## src/rtl/div_pkg.sv

```systemverilog
// Shared definitions for the multi-cycle radix-2 restoring divider:
// state encoding, iteration count helper and the divide-by-zero constant.
package div_pkg;

    localparam int unsigned DIV_WIDTH     = 32;
    localparam int unsigned DIV_MAX_WIDTH = 64;

    localparam logic [1:0] ST_IDLE = 2'b00;
    localparam logic [1:0] ST_BUSY = 2'b01;
    localparam logic [1:0] ST_DONE = 2'b10;

    // Quotient delivered for any divide by zero, sliced to the operand width.
    localparam logic [DIV_MAX_WIDTH-1:0] DIV_BY_ZERO_QUO = {DIV_MAX_WIDTH{1'b1}};

    typedef struct packed {
        logic neg_quo;
        logic neg_rem;
    } div_sign_t;

    function automatic int unsigned div_cycles(input int unsigned width);
        return width;
    endfunction

    localparam int unsigned DIV_CYCLES = div_cycles(DIV_WIDTH);

endpackage

```

## src/rtl/div_step.sv

```systemverilog
// One combinational restoring-division step: shift {rem, quo} left by one,
// then subtract the divisor and set the quotient LSB when it fits.
module div_step
    import div_pkg::*;
#(
    parameter int unsigned WIDTH = DIV_WIDTH
) (
    input  logic [WIDTH:0]   i_rem,
    input  logic [WIDTH-1:0] i_quo,
    input  logic [WIDTH-1:0] i_dvs,
    output logic [WIDTH-1:0] o_rem,
    output logic [WIDTH-1:0] o_quo
);

    logic [WIDTH+1:0] w_shift;
    logic [WIDTH-1:0] w_diff;
    logic             w_ge;

    // Trial subtraction; a partial remainder below the divisor always fits in WIDTH bits.
    always_comb begin
        w_shift = {i_rem, i_quo[WIDTH-1]};
        w_ge    = (w_shift >= {2'b00, i_dvs});
        w_diff  = w_shift[WIDTH-1:0] - i_dvs;
        if (w_ge) begin
            o_rem = w_diff;
            o_quo = {i_quo[WIDTH-2:0], 1'b1};
        end else begin
            o_rem = w_shift[WIDTH-1:0];
            o_quo = {i_quo[WIDTH-2:0], 1'b0};
        end
    end

endmodule

```

## src/rtl/div_unit.sv

```systemverilog
// DIV/DIVU execute-stage divider: latches operand magnitudes, iterates one
// restoring step per cycle, applies sign fix-up and pulses ready with {HI, LO}.
module div_unit
    import div_pkg::*;
#(
    parameter int unsigned WIDTH = DIV_WIDTH
) (
    input  logic               i_clk,
    input  logic               i_rst,
    input  logic               i_start,
    input  logic               i_signed_div,
    input  logic [WIDTH-1:0]   i_a,
    input  logic [WIDTH-1:0]   i_b,
    input  logic               i_annul,
    output logic               o_stall,
    output logic               o_ready,
    output logic [2*WIDTH-1:0] o_result
);

    localparam int unsigned     CW        = $clog2(WIDTH) + 1;
    localparam logic [CW-1:0]   LAST_STEP = CW'(div_cycles(WIDTH) - 1);
    localparam logic [WIDTH-1:0] DZ_QUO   = DIV_BY_ZERO_QUO[WIDTH-1:0];

    logic [1:0]           r_state;
    logic [CW-1:0]        r_count;
    logic [WIDTH:0]       r_rem;
    logic [WIDTH-1:0]     r_quo;
    logic [WIDTH-1:0]     r_dvs;
    div_sign_t            r_sign;
    logic [2*WIDTH-1:0]   r_result;

    logic                 w_a_neg;
    logic                 w_b_neg;
    logic [WIDTH-1:0]     w_a_abs;
    logic [WIDTH-1:0]     w_b_abs;
    logic                 w_b_zero;
    logic [WIDTH-1:0]     w_rem_nxt;
    logic [WIDTH-1:0]     w_quo_nxt;
    logic [WIDTH-1:0]     w_rem_fix;
    logic [WIDTH-1:0]     w_quo_fix;

    // Operand magnitudes; the most negative value maps onto itself read as unsigned.
    always_comb begin
        w_a_neg  = i_signed_div & i_a[WIDTH-1];
        w_b_neg  = i_signed_div & i_b[WIDTH-1];
        w_a_abs  = w_a_neg ? ({WIDTH{1'b0}} - i_a) : i_a;
        w_b_abs  = w_b_neg ? ({WIDTH{1'b0}} - i_b) : i_b;
        w_b_zero = (i_b == {WIDTH{1'b0}});
    end

    div_step #(
        .WIDTH (WIDTH)
    ) u_step (
        .i_rem (r_rem),
        .i_quo (r_quo),
        .i_dvs (r_dvs),
        .o_rem (w_rem_nxt),
        .o_quo (w_quo_nxt)
    );

    // Sign fix-up of the final step: quotient by sign mismatch, remainder follows the dividend.
    always_comb begin
        w_quo_fix = r_sign.neg_quo ? ({WIDTH{1'b0}} - w_quo_nxt) : w_quo_nxt;
        w_rem_fix = r_sign.neg_rem ? ({WIDTH{1'b0}} - w_rem_nxt) : w_rem_nxt;
    end

    // FSM, iteration counter, datapath registers and result register.
    always_ff @(posedge i_clk) begin
        if (i_rst) begin
            r_state  <= ST_IDLE;
            r_count  <= {CW{1'b0}};
            r_rem    <= {(WIDTH+1){1'b0}};
            r_quo    <= {WIDTH{1'b0}};
            r_dvs    <= {WIDTH{1'b0}};
            r_sign   <= '{neg_quo: 1'b0, neg_rem: 1'b0};
            r_result <= {(2*WIDTH){1'b0}};
        end else if (i_annul) begin
            r_state <= ST_IDLE;
            r_count <= {CW{1'b0}};
        end else begin
            case (r_state)
                ST_IDLE: begin
                    if (i_start && w_b_zero) begin
                        r_result <= {i_a, DZ_QUO};
                        r_state  <= ST_DONE;
                    end else if (i_start) begin
                        r_rem          <= {(WIDTH+1){1'b0}};
                        r_quo          <= w_a_abs;
                        r_dvs          <= w_b_abs;
                        r_sign.neg_quo <= w_a_neg ^ w_b_neg;
                        r_sign.neg_rem <= w_a_neg;
                        r_count        <= {CW{1'b0}};
                        r_state        <= ST_BUSY;
                    end else begin
                        r_state <= ST_IDLE;
                    end
                end
                ST_BUSY: begin
                    r_rem <= {1'b0, w_rem_nxt};
                    r_quo <= w_quo_nxt;
                    // The last step lands straight in the result so it is valid during DONE.
                    if (r_count == LAST_STEP) begin
                        r_result <= {w_rem_fix, w_quo_fix};
                        r_count  <= {CW{1'b0}};
                        r_state  <= ST_DONE;
                    end else begin
                        r_count <= r_count + {{(CW-1){1'b0}}, 1'b1};
                    end
                end
                ST_DONE: begin
                    r_state <= ST_IDLE;
                end
                default: begin
                    r_state <= ST_IDLE;
                    r_count <= {CW{1'b0}};
                end
            endcase
        end
    end

    assign o_stall  = !i_rst && !i_annul &&
                      (((r_state == ST_IDLE) && i_start) || (r_state == ST_BUSY));
    assign o_ready  = (r_state == ST_DONE) && !i_rst && !i_annul;
    assign o_result = r_result;

endmodule

```

## config.mk

```make
export PLATFORM = sky130hd
export DESIGN_NAME = div_unit
export DESIGN_NICKNAME = d
export VERILOG_FILES = /design/src/rtl/div_pkg.sv /design/src/rtl/div_step.sv /design/src/rtl/div_unit.sv
export SDC_FILE = /design/constraint.sdc
export NUM_CORES = 1
export LEC_CHECK = 0
export BUFFER_PORTS_ARGS = -buffer_cell sky130_fd_sc_hd__buf_2
export CAP_MARGIN = 10
export CORE_MARGIN = 3
export CORE_UTILIZATION = 55
export CTS_CLUSTER_DIAMETER = 60
export DETAILED_ROUTE_END_ITERATION = 6
export PLACE_DENSITY = 0.76
export SYNTH_ARGS = -nofsm -noshare
export SYNTH_HDL_FRONTEND = slang
export SYNTH_HIERARCHICAL = 1
export SYNTH_SLANG_ARGS = --single-unit
```

## constraint.sdc

```tcl
create_clock -name i_clk -period 7.45 [get_ports i_clk]
set_input_delay 1.49 -clock i_clk [delete_from_list [all_inputs] [get_ports i_clk]]
set_output_delay 1.49 -clock i_clk [all_outputs]
set_load 0.03 [all_outputs]
```

==> flow_metrics.tcl <==
set metrics [dict create \
    die_w_um 153 \
    fin_hold_ws_ns 0.451 \
    cts.sinks 170 \
    area_growth_pct 9.11 \
    grt.total_usage_pct 27.8 \
    drtIter0Drc 890 \
    setup_tns_ns 0 \
    firstDrtPassIters 7 \
    synthDistinctLibCells 71 \
    finalMaxSlewViolations 0 \
    endpoint_kind "flop" \
    design.die.area_um2 23300 \
    ys_seq_area_share_pct 28.8 \
    slew_headroom_pct 25.3 \
    drive_above_1_share_pct 13.5 \
    grt_start_max_net_pins 99 \
    nets 1710 \
    wire_per_inst_um 17.9 \
    synth-edff-count 0 \
    seqCellArea_um2 3400 \
    avgSynthCellArea_um2 7.54 \
    rows 52 \
    peakVddDrop_v 0.000143 \
    antenna_found_initial 0 \
    fillers 1884 \
    clk_pin_slew_ns 0.07 \
    multi_input_area_um2 7530 \
    dp_hpwl_um 24900 \
    syn_area_um2 11800 \
    cap_violations 0 \
    synth_fp_nets 1673 \
    core_region_area_um2 20700 \
    max_freq_mhz 170 \
    postCtsSetupRepairBufs 0 \
    ys_async_sr_fraction_pct 0 \
    numCtsBuffers 17 \
    ctsHoldBuffers 0 \
    setup_ws_ns 1.58 \
    status "finished with violations" \
    clk_path_buf_depth 2 \
    initial_utilization_pct 57.1 \
    fin_crit_sh_pct 78.8 \
    cp.arrival_ns 6.23 \
    cts_max_level 4 \
    stdcell_count 1887 \
    finalPower_mw 2.44 \
    worstMarginPinSlew_ns 1.12 \
    finalSetupViolCount 0 \
    place_ws_ns 1.72 \
    rsz0062_at_grt "no" \
    ys_seq_elements 170 \
    place.gp.congestion 0.911 \
    portBuffers 134 \
    yosysWarnings 6 \
    synthFlopType "dfxtp_1" \
    viasPerCell 6.09 \
    finClkSkew_ns 0.0144 \
    violations "DRC" \
    p_leak_nw 4.88 \
    worstPathRequired_ns 7.81 \
    drc 3 \
    grt_pass1_wl_um 54300 \
    period_needed_ns 5.87 \
    cp_max_fo 48 \
    critPathLaunchType "flop" \
    first_global_vias 10500 \
    tritoncts "done" \
    cts_resized 0 \
    grt_overflow 0 \
    min_path_type "reg -> reg" \
    finalWirelength_um 33800 \
    clk_latency_ns 0.44 \
    ios 135 \
    place_inst 1854 \
    hold_viol 0 \
    vias 11500 \
    power_density_nw_per_um2 190 \
    syn_inst 1566 \
    die_height_um 153 \
    drtAntennaViolNets 0 \
    clockRootBuffer "clkbuf_16" \
    worstSetupPathType "reg -> reg" \
]
per-layer routing:
metal | global-route usage (%) | part of all wire (%) | vias up
met2 | 44.3 | 46 | 428
met3 | 5.06 | 7.6 | 45
met5 | 0 | 0 | -
met4 | 8.02 | 2.0 | 0
li1 | - | - | 5691
met1 | 38.9 | 45 | 5322
cells by family after synthesis:
logic type | synth area share, %
DFF | 28.8
and+or+nand+nor | 20.7
xor gates and xnor gates | 10.2
other | 0.0318
adders and majority gates | 4.09
AOI/OAI and AO/OA | 27.5
muxes | 0.827
buffers and inverters | 7.78
layout make-up:
type / instances / area share (%)
multi-input combinational: 1204 / 58.5
clock inverter: 15 / 1.21
clock buffer: 17 / 3.30
sequential: 170 / 26.4
timing repair buffer: 152 / 6.27
tap: 270 / 2.62
inverter: 58 / 1.69
antenna: 1 / 0.0194
flip-flops by register name (all words and copies together) (netlist names):
name / cells
r_count: 6
r_quo: 32
r_dvs: 32
r_rem: 32
o_result: 64
r_state: 2
r_sign: 2
final timing paths:
check	start	endpoint	slack, ns	cells past startpoint
worst min-delay path	o_result[41]	o_result[41]	0.45	2
worst max register to register	r_quo[31]	o_result[61]	1.58	18
worst max-delay path	r_quo[31]	o_result[61]	1.58	18
worst min register to register	o_result[41]	o_result[41]	0.45	2
cells in the mapped netlist, drive strengths merged (16+ instances only):
| cell | number | area, um^2 |
|---|---|---|
| clkbuf | 67 | 251 |
| ha | 37 | 463 |
| nand2 | 185 | 694 |
| dfxtp | 170 | 3400 |
| or3 | 17 | 106 |
| o21ai | 79 | 399 |
| xnor2 | 48 | 420 |
| a21oi | 146 | 742 |
| o31ai | 40 | 314 |
| nand3 | 51 | 255 |
| o41ai | 31 | 287 |
| o211ai | 26 | 195 |
| a31oi | 16 | 113 |
| nor2 | 151 | 567 |
| buf | 67 | 449 |
| a211o | 34 | 298 |
| xor2 | 90 | 788 |
| nor3 | 30 | 155 |
| a211oi | 62 | 470 |
| a21o | 22 | 165 |
| inv | 58 | 218 |
cell usage in the layout (no fill, tap or decap), types with 21 or more instances in the layout:
cell / synthesis / routed
nand2_1: 185 / 185
dfxtp_1: 170 / 170
nor2_1: 151 / 149
a21oi_1: 145 / 144
buf_2: 17 / 133
xor2_1: 90 / 90
o21ai_0: 73 / 73
a211oi_1: 61 / 61
inv_1: 58 / 58
nand3_1: 51 / 51
xnor2_1: 48 / 48
o31ai_1: 39 / 39
ha_1: 37 / 37
a211o_1: 34 / 34
o41ai_1: 29 / 29
nor3_1: 29 / 28
o211ai_1: 26 / 26
a21o_1: 22 / 21
stage by stage:
step | utilization [%] | instance area, um^2
floorplan | - | 11800
global placement | 59.4 | 12300
detailed placement | 59.4 | 12300
CTS | 62.3 | 12900
global route | 62.3 | 12900
finish | 62.3 | 12900
critical path, stage by stage, from the launching register on:
cell,delay (ns)
dfxtp_1,0.33
inv_1,0.06
ha_1,0.16
inv_1,0.05
fa_1,0.39
a21o_1,0.23
a211oi_1,0.23
o221ai_1,0.19
a21oi_1,0.22
a21o_1,0.23
o21ai_2,0.09
a21oi_4,0.80
o21ai_0,0.44
or4_1,0.69
or3_1,0.60
o41ai_1,0.52
xor2_1,0.12
a211o_1,0.30
a21oi_1,0.13
power by group:
part	total [mW]	switching, mW	internal (mW)
logic	0.593	0.381	0.212
clock network	0.881	0.434	0.447
registers	0.969	0.0335	0.935
total	2.44	0.848	1.59
Note: power is estimated with default switching activity, not from simulation.
